File: config.mk
export PLATFORM = sky130hd
export DESIGN_NAME = dot_acc
export DESIGN_NICKNAME = d
export VERILOG_FILES = /design/src/rtl/dot_acc.sv
export SDC_FILE = /design/constraint.sdc
export NUM_CORES = 2
export LEC_CHECK = 0
export CAP_MARGIN = 20
export CORE_ASPECT_RATIO = 1.75
export CORE_UTILIZATION = 35
export CTS_BUF_LIST = sky130_fd_sc_hd__clkbuf_16
export DETAILED_ROUTE_END_ITERATION = 10
export PLACE_DENSITY = 0.55
export SLEW_MARGIN = 20
export SYNTH_ARGS = -nofsm -noshare
export SYNTH_HDL_FRONTEND = slang
export SYNTH_SLANG_ARGS = --single-unit
File: constraint.sdc
create_clock -name clk -period 4.77 [get_ports clk]
set_input_delay 0.477 -clock clk [delete_from_list [all_inputs] [get_ports clk]]
set_output_delay 0.477 -clock clk [all_outputs]
set_load 0.02 [all_outputs]
File: src/rtl/dot_acc.sv
// dot_acc: pipelined LANES-wide signed dot product with a multi-beat,
// saturating group accumulator.
//
// Ports:
//   clk       - clock, all state updates on the rising edge
//   rst       - asynchronous active-low reset
//   vec0/vec1 - packed signed operands, lane 0 in the most-significant slice
//   ivalid    - beat valid
//   ilast     - final beat of the group (qualified by ivalid)
//   result    - saturated group dot product (holds between pulses)
//   ovalid    - one-cycle pulse when a group completes
//   ocount    - number of beats in the group, saturating at all-ones
//   overflow  - saturation occurred anywhere in the group
//
// Pipeline: S0 input regs, S1 products, L adder-tree levels, accumulate
// stage, then an output register stage (last beat to ovalid = L+3 cycles).
module dot_acc #(
  parameter int unsigned IWIDTH = 8,
  parameter int unsigned LANES  = 8,
  parameter int unsigned OWIDTH = 32,
  parameter int unsigned CWIDTH = 16
) (
  input  logic                        clk,
  input  logic                        rst,
  input  logic [LANES*IWIDTH-1:0]     vec0,
  input  logic [LANES*IWIDTH-1:0]     vec1,
  input  logic                        ivalid,
  input  logic                        ilast,
  output logic signed [OWIDTH-1:0]    result,
  output logic                        ovalid,
  output logic [CWIDTH-1:0]           ocount,
  output logic                        overflow
);

  localparam int unsigned L  = $clog2(LANES);
  localparam int unsigned PW = 2 * IWIDTH;
  localparam int unsigned TW = PW + L;
  localparam int unsigned SW = OWIDTH + 1;
  localparam int unsigned NN = 2 * LANES;

  // S0 operand registers and the valid/last shift chain (index = stage)
  logic [LANES*IWIDTH-1:0] a_q, b_q;
  logic [L+1:0]            vld_q, lst_q;

  // Heap-ordered tree: leaves LANES..NN-1 hold products (S1), node i is
  // node 2i + node 2i+1, root is node 1. Each depth is one register stage.
  logic signed [TW-1:0] node_q [1:NN-1];
  logic signed [TW-1:0] node_d [1:NN-1];
  logic signed [PW-1:0] prod_c [LANES];

  // Accumulator state
  logic signed [OWIDTH-1:0] acc_q, acc_d;
  logic [CWIDTH-1:0]        cnt_q, cnt_d;
  logic                     sat_q, sat_d;
  logic                     first_q, first_d;
  logic                     done_q, done_d;

  logic signed [OWIDTH-1:0] base_c;
  logic [CWIDTH-1:0]        cnt_base_c;
  logic signed [SW-1:0]     sum_c;
  logic                     ovf_c;

  // Products and tree sums
  always_comb begin
    for (int i = 0; i < int'(LANES); i++) begin
      prod_c[i] = PW'($signed(a_q[(int'(LANES)-1-i)*int'(IWIDTH) +: IWIDTH]))
                * PW'($signed(b_q[(int'(LANES)-1-i)*int'(IWIDTH) +: IWIDTH]));
      node_d[int'(LANES)+i] = TW'(prod_c[i]);
    end
    for (int i = 1; i < int'(LANES); i++) begin
      node_d[i] = node_q[2*i] + node_q[2*i+1];
    end
  end

  // Accumulate with clamp; a new group starts from zero when first_q is set
  always_comb begin
    acc_d   = acc_q;
    cnt_d   = cnt_q;
    sat_d   = sat_q;
    first_d = first_q;
    done_d  = 1'b0;

    base_c     = first_q ? '0 : acc_q;
    cnt_base_c = first_q ? '0 : cnt_q;
    sum_c      = SW'(base_c) + SW'(node_q[1]);
    // Top two bits disagree exactly when the sum is outside OWIDTH range
    ovf_c      = sum_c[SW-1] ^ sum_c[SW-2];

    if (vld_q[L+1]) begin
      if (ovf_c) begin
        acc_d = sum_c[SW-1] ? {1'b1, {(OWIDTH-1){1'b0}}}
                            : {1'b0, {(OWIDTH-1){1'b1}}};
      end else begin
        acc_d = sum_c[OWIDTH-1:0];
      end
      cnt_d   = (&cnt_base_c) ? cnt_base_c : cnt_base_c + CWIDTH'(1);
      sat_d   = (first_q ? 1'b0 : sat_q) | ovf_c;
      first_d = lst_q[L+1];
      done_d  = lst_q[L+1];
    end
  end

  // Datapath pipeline registers
  always_ff @(posedge clk or negedge rst) begin
    if (!rst) begin
      a_q   <= '0;
      b_q   <= '0;
      vld_q <= '0;
      lst_q <= '0;
      for (int i = 1; i < int'(NN); i++) node_q[i] <= '0;
    end else begin
      a_q   <= vec0;
      b_q   <= vec1;
      vld_q <= {vld_q[L:0], ivalid};
      lst_q <= {lst_q[L:0], ivalid & ilast};
      for (int i = 1; i < int'(NN); i++) node_q[i] <= node_d[i];
    end
  end

  // Accumulator state registers
  always_ff @(posedge clk or negedge rst) begin
    if (!rst) begin
      acc_q   <= '0;
      cnt_q   <= '0;
      sat_q   <= 1'b0;
      first_q <= 1'b1;
      done_q  <= 1'b0;
    end else begin
      acc_q   <= acc_d;
      cnt_q   <= cnt_d;
      sat_q   <= sat_d;
      first_q <= first_d;
      done_q  <= done_d;
    end
  end

  // Output stage: capture the finished group, hold otherwise
  always_ff @(posedge clk or negedge rst) begin
    if (!rst) begin
      result   <= '0;
      ovalid   <= 1'b0;
      ocount   <= '0;
      overflow <= 1'b0;
    end else begin
      ovalid <= done_q;
      if (done_q) begin
        result   <= acc_q;
        ocount   <= cnt_q;
        overflow <= sat_q;
      end
    end
  end

endmodule

== After elaboration in Yosys (flattened, before gate mapping) ==
Index checks and enable logic that the tools add are counted.
Storage, ports and cells
  output and inout port bits: 50
  input port bits: 132
  register bits after elaboration: 500
  word-level logic and storage cells: 56
Operators by class
  multiply operators: 8
  reductions and logical operators: 1
  multiplexer cells: 7
  add/sub/neg operators: 9
  bitwise operators: 3
Operators by type and width (count)
  multiplier 8 x 8 -> 16 bit: 8
  two-way mux 32 bit: 3
  adder 16 x 16 -> 17 bit: 4
  adder 19 bit: 3
  adder 32 x 19 -> 33 bit: 1
  two-way mux 16 bit: 2
  adder 16 x 1 -> 16 bit (second input constant): 1
  AND reduction 16 bit: 1
  two-way mux 1 bit: 2
  bitwise AND 1 bit: 1
  bitwise OR 1 bit: 1
  XOR 1 bit: 1

== Longest topological paths before layout ==
  depth after elaboration: 4
  mapped depth: 19
  depth with buffers taken out: 19

== Worst setup path before layout ==
OpenSTA, ideal clock, no wires.
  kind: register -> register
  start point: register b_q[36]
  end point: register node_q[90] in the netlist's numbering
  period minus slack after synthesis: 4714 ps
  arrival time: 4645 ps
  data required time: 4701 ps
  cell stages (with the launch flop): 19
  library setup time: 69 ps
  path slack: 56 ps
  buffers on the path: 0
  cell sequence: dfrtp_1 -> and2_1 -> fa_1 -> inv_1 -> fa_1 -> inv_1 -> fa_1 -> inv_1 -> fa_1 -> inv_1 -> ha_1 -> o21ai_0 -> a21boi_0 -> o21ai_0 -> a21boi_0 -> o21ai_0 -> a21boi_0 -> or4b_2 -> nand3_1
RTL lines
  from (decl): RTL line 42  | logic [LANES*IWIDTH-1:0] a_q, b_q;
  from (signal assigned): RTL line 113  | b_q <= vec1;
  to (decl): RTL line 47  | logic signed [TW-1:0] node_q [1:NN-1];

==> flow_summary.ini <==
[outcome]
status = finished, final reports clean

[yosys]
synth_ff_type = dfrtp_1
yosysSeqAreaShare = 0.304
yosysTopAreaCell = dfrtp_1
async_reset_ff_frac = 1.00
ys_types = 77
synth.area.top_cells = dfrtp_1 (30%), fa_1 (22%), ha_1 (12%)
yosys.area.top_type_share = 0.303
syn_nets = 4880
syn_inst = 3919
ys_warn_count = 0
ys_ff_latch = 492
synth_edf_count = 0
synth_area_um2 = 40500
synth.avg_cell_area_um2 = 10.3

[grt]
grt_usage = 0.161
grt_pass1_vias = 30000
grt_pass1_wl_um = 150000
grt_max_degree = 126
antenna_found_initial = 1
overflow = 0

[final_layout]
area.growth.synth_to_final_pct = 17.1
final_common_cell = inv_1
drive_gt1_frac = 0.0917
nets = 5248
finish.instance_area_um2 = 47400
final_cell_mix = inv_1 (748), dfrtp_1 (482), fa_1 (448)

[power_and_ir_drop]
p_leak_nw = 22.8
p_per_area_nw_per_um2 = 639
irDropWorstVdd_v = 0.000314
p_total_mw = 30.3

[clock_tree]
cts_root_buffer = clkbuf_16
cts_buffer_depth = 3
clk_latency_ps = 630
cts_buffers = 54
clkTransAtPathRegs_ps = 70
h-tree-depth = 2
cts_tree = done
cts_sinks = 492

[critical_path]
worstPathArrival_ps = 5130
required_ps = 5320
r2r_slack_ps = 200
r2r_end = node_q[90]
startpoint_type = flop
path_class = reg2reg
cp_max_fo = 3
r2r-start = a_q[37]
r2r_cells = 18
endpoint_kind = flop

[timing]
drv_slew = 0
fin_skew_ps = 16.2
setup_viol = 0
worst_pin_slew_ps = 946
final-hold-violation-count = 0
setup_tns_ps = 0
min_period_ps = 4570
period_share = 0.959
fmax_mhz = 219
slew_headroom = 0.366

[placed_design]
io_buffers = 181
place_congestion = 0.841
hpwlAfterDp_um = 74200
dpl_cell_area_um2 = 45300

[drt]
dr.pass1.iters = 5
wl_met2_um = 52900
top_layer = met4
drc_errors = 0
viasPerCell = 4.64
ant_nets = 0
wl_um = 90600
met1_length_um = 31600
vias = 27000
drtIter0Drc = 873
met3_length_um = 1970
wl_per_cell_um = 15.6

[floorplan]
start_util = 0.354
die_height_um = 452
rows = 164
die_area_um2 = 117000
ios = 182
design.core.area_um2 = 115000
chipWidth_um = 259

[min_path]
min_path_cells = 1
holdPathEnd = a_q[15]
worstHoldStart = vec0[15]
hold_class = in2reg

[run]
maxCapViolCount = 0
## Yosys cell counts (all sizes together), types with 5 or more instances
| master | n |
|---|---|
| inv | 742 |
| dfrtp | 491 |
| fa | 448 |
| ha | 381 |
| and2 | 356 |
| nand2 | 226 |
| xnor2 | 188 |
| nor2 | 166 |
| a21oi | 129 |
| nor2b | 107 |
| o21ai | 94 |
| mux2 | 63 |
| a21o | 48 |
| xor2 | 47 |
| nand3 | 40 |
| nor3 | 40 |
| a21boi | 35 |
| nand2b | 32 |
| a211oi | 26 |
| clkbuf | 23 |
| o21a | 19 |
| and3 | 17 |
| o211ai | 17 |
| o41ai | 14 |
| nand4 | 11 |
| o21bai | 11 |
| o31a | 11 |
| or3 | 10 |
| a31o | 7 |
| buf | 7 |
| o2111ai | 7 |
| o22ai | 7 |
| or2 | 7 |
| or4 | 6 |
| a2111oi | 5 |
| a31oi | 5 |
| maj3 | 5 |
| o2bb2ai | 5 |
| o31ai | 5 |
## registers in the layout, summed over array words and instances, names as in the netlist
signal,flops
overflow,1
a_q,64
cnt_q,16
ocount,16
lst_q,5
ovalid,1
b_q,64
result,32
node_q,253
vld_q,5
acc_q,32
sat_q,1
first_q,1
done_q,1
## critical path, stage by stage, from the launching register on
cell and delay [ps]:
dfrtp_1 400, buf_4 150, and2_1 150, ha_1 320
fa_1 510, inv_1 50, fa_1 460, fa_1 540
inv_1 40, ha_1 290, nor2b_1 140, o21ai_2 140
a21boi_2 90, o21ai_2 180, a21boi_2 90, o21ai_2 170
a21boi_2 80, or4b_2 600, nand3_1 100
## per-stage QoR
step,util,cells,hold slack (ps),setup WS (ps)
after detailed placement,0.395,5715,336,-140
after CTS,0.411,5816,214,-1.17
after floorplan,-,3919,181,56.1
after global routing,0.414,5826,232,-59.6
final,0.414,5826,282,195
after global placement,0.395,5715,335,-126
## where the power goes
part / switching [mW] / internal [mW] / total, mW
Sequential: 0.925 / 5.85 / 6.77
Clock: 1.87 / 2.49 / 4.35
Combinational: 10.2 / 8.93 / 19.2
## layout make-up
type | count | area [um2]
Multi-Input combinational cell | 2654 | 25500
Antenna cell | 1 | 2.50
Clock buffer | 57 | 1430
Inverter | 743 | 2790
Timing Repair Buffer | 342 | 3090
Tap cell | 1494 | 1870
Clock inverter | 43 | 380
Fill cell | 11200 | 67100
Sequential cell | 492 | 12300
## per-layer routing
layer / global-route usage / up-vias
met5: 0 / -
met4: 0.0712 / 0
met3: 0.0163 / 177
met2: 0.331 / 349
met1: 0.158 / 13300
li1: - / 13200
## what timing repair did
item / 4_1_cts / 5_1_grt
pin swaps: 0 / 36
setup buffers: 0 / 9
gates resized for setup: 8 / 93
endpoints found under the hold margin: 71 / 0
hold buffers: 1 / 0
setup endpoints to repair: 5 / 24
## how the worst max path moves through the flow
stage          startpoint         end  cells past startpoint
2_1_floorplan     b_q[36]  node_q[90]                     18
3_3_place_gp      b_q[36]  node_q[90]                     18
3_5_place_dp      b_q[36]  node_q[90]                     18
4_1_cts           b_q[36]  node_q[90]                     18
5_1_grt            a_q[3]  node_q[14]                     19
6_report          a_q[37]  node_q[90]                     18
## cell families after synthesis
| family | after synthesis | share of synthesized area |
|---|---|---|
| adder cells (fa/ha/maj) | 834 | 0.341 |
| flip-flops | 492 | 0.304 |
| AO/OA/AOI/OAI | 480 | 0.0790 |
| XOR/XNOR | 235 | 0.0510 |
| buffers and inverters | 773 | 0.0719 |
| multiplexers | 67 | 0.0185 |
| AND/OR/NAND/NOR | 1038 | 0.135 |
No activity file was read; power rests on OpenSTA's default activity.
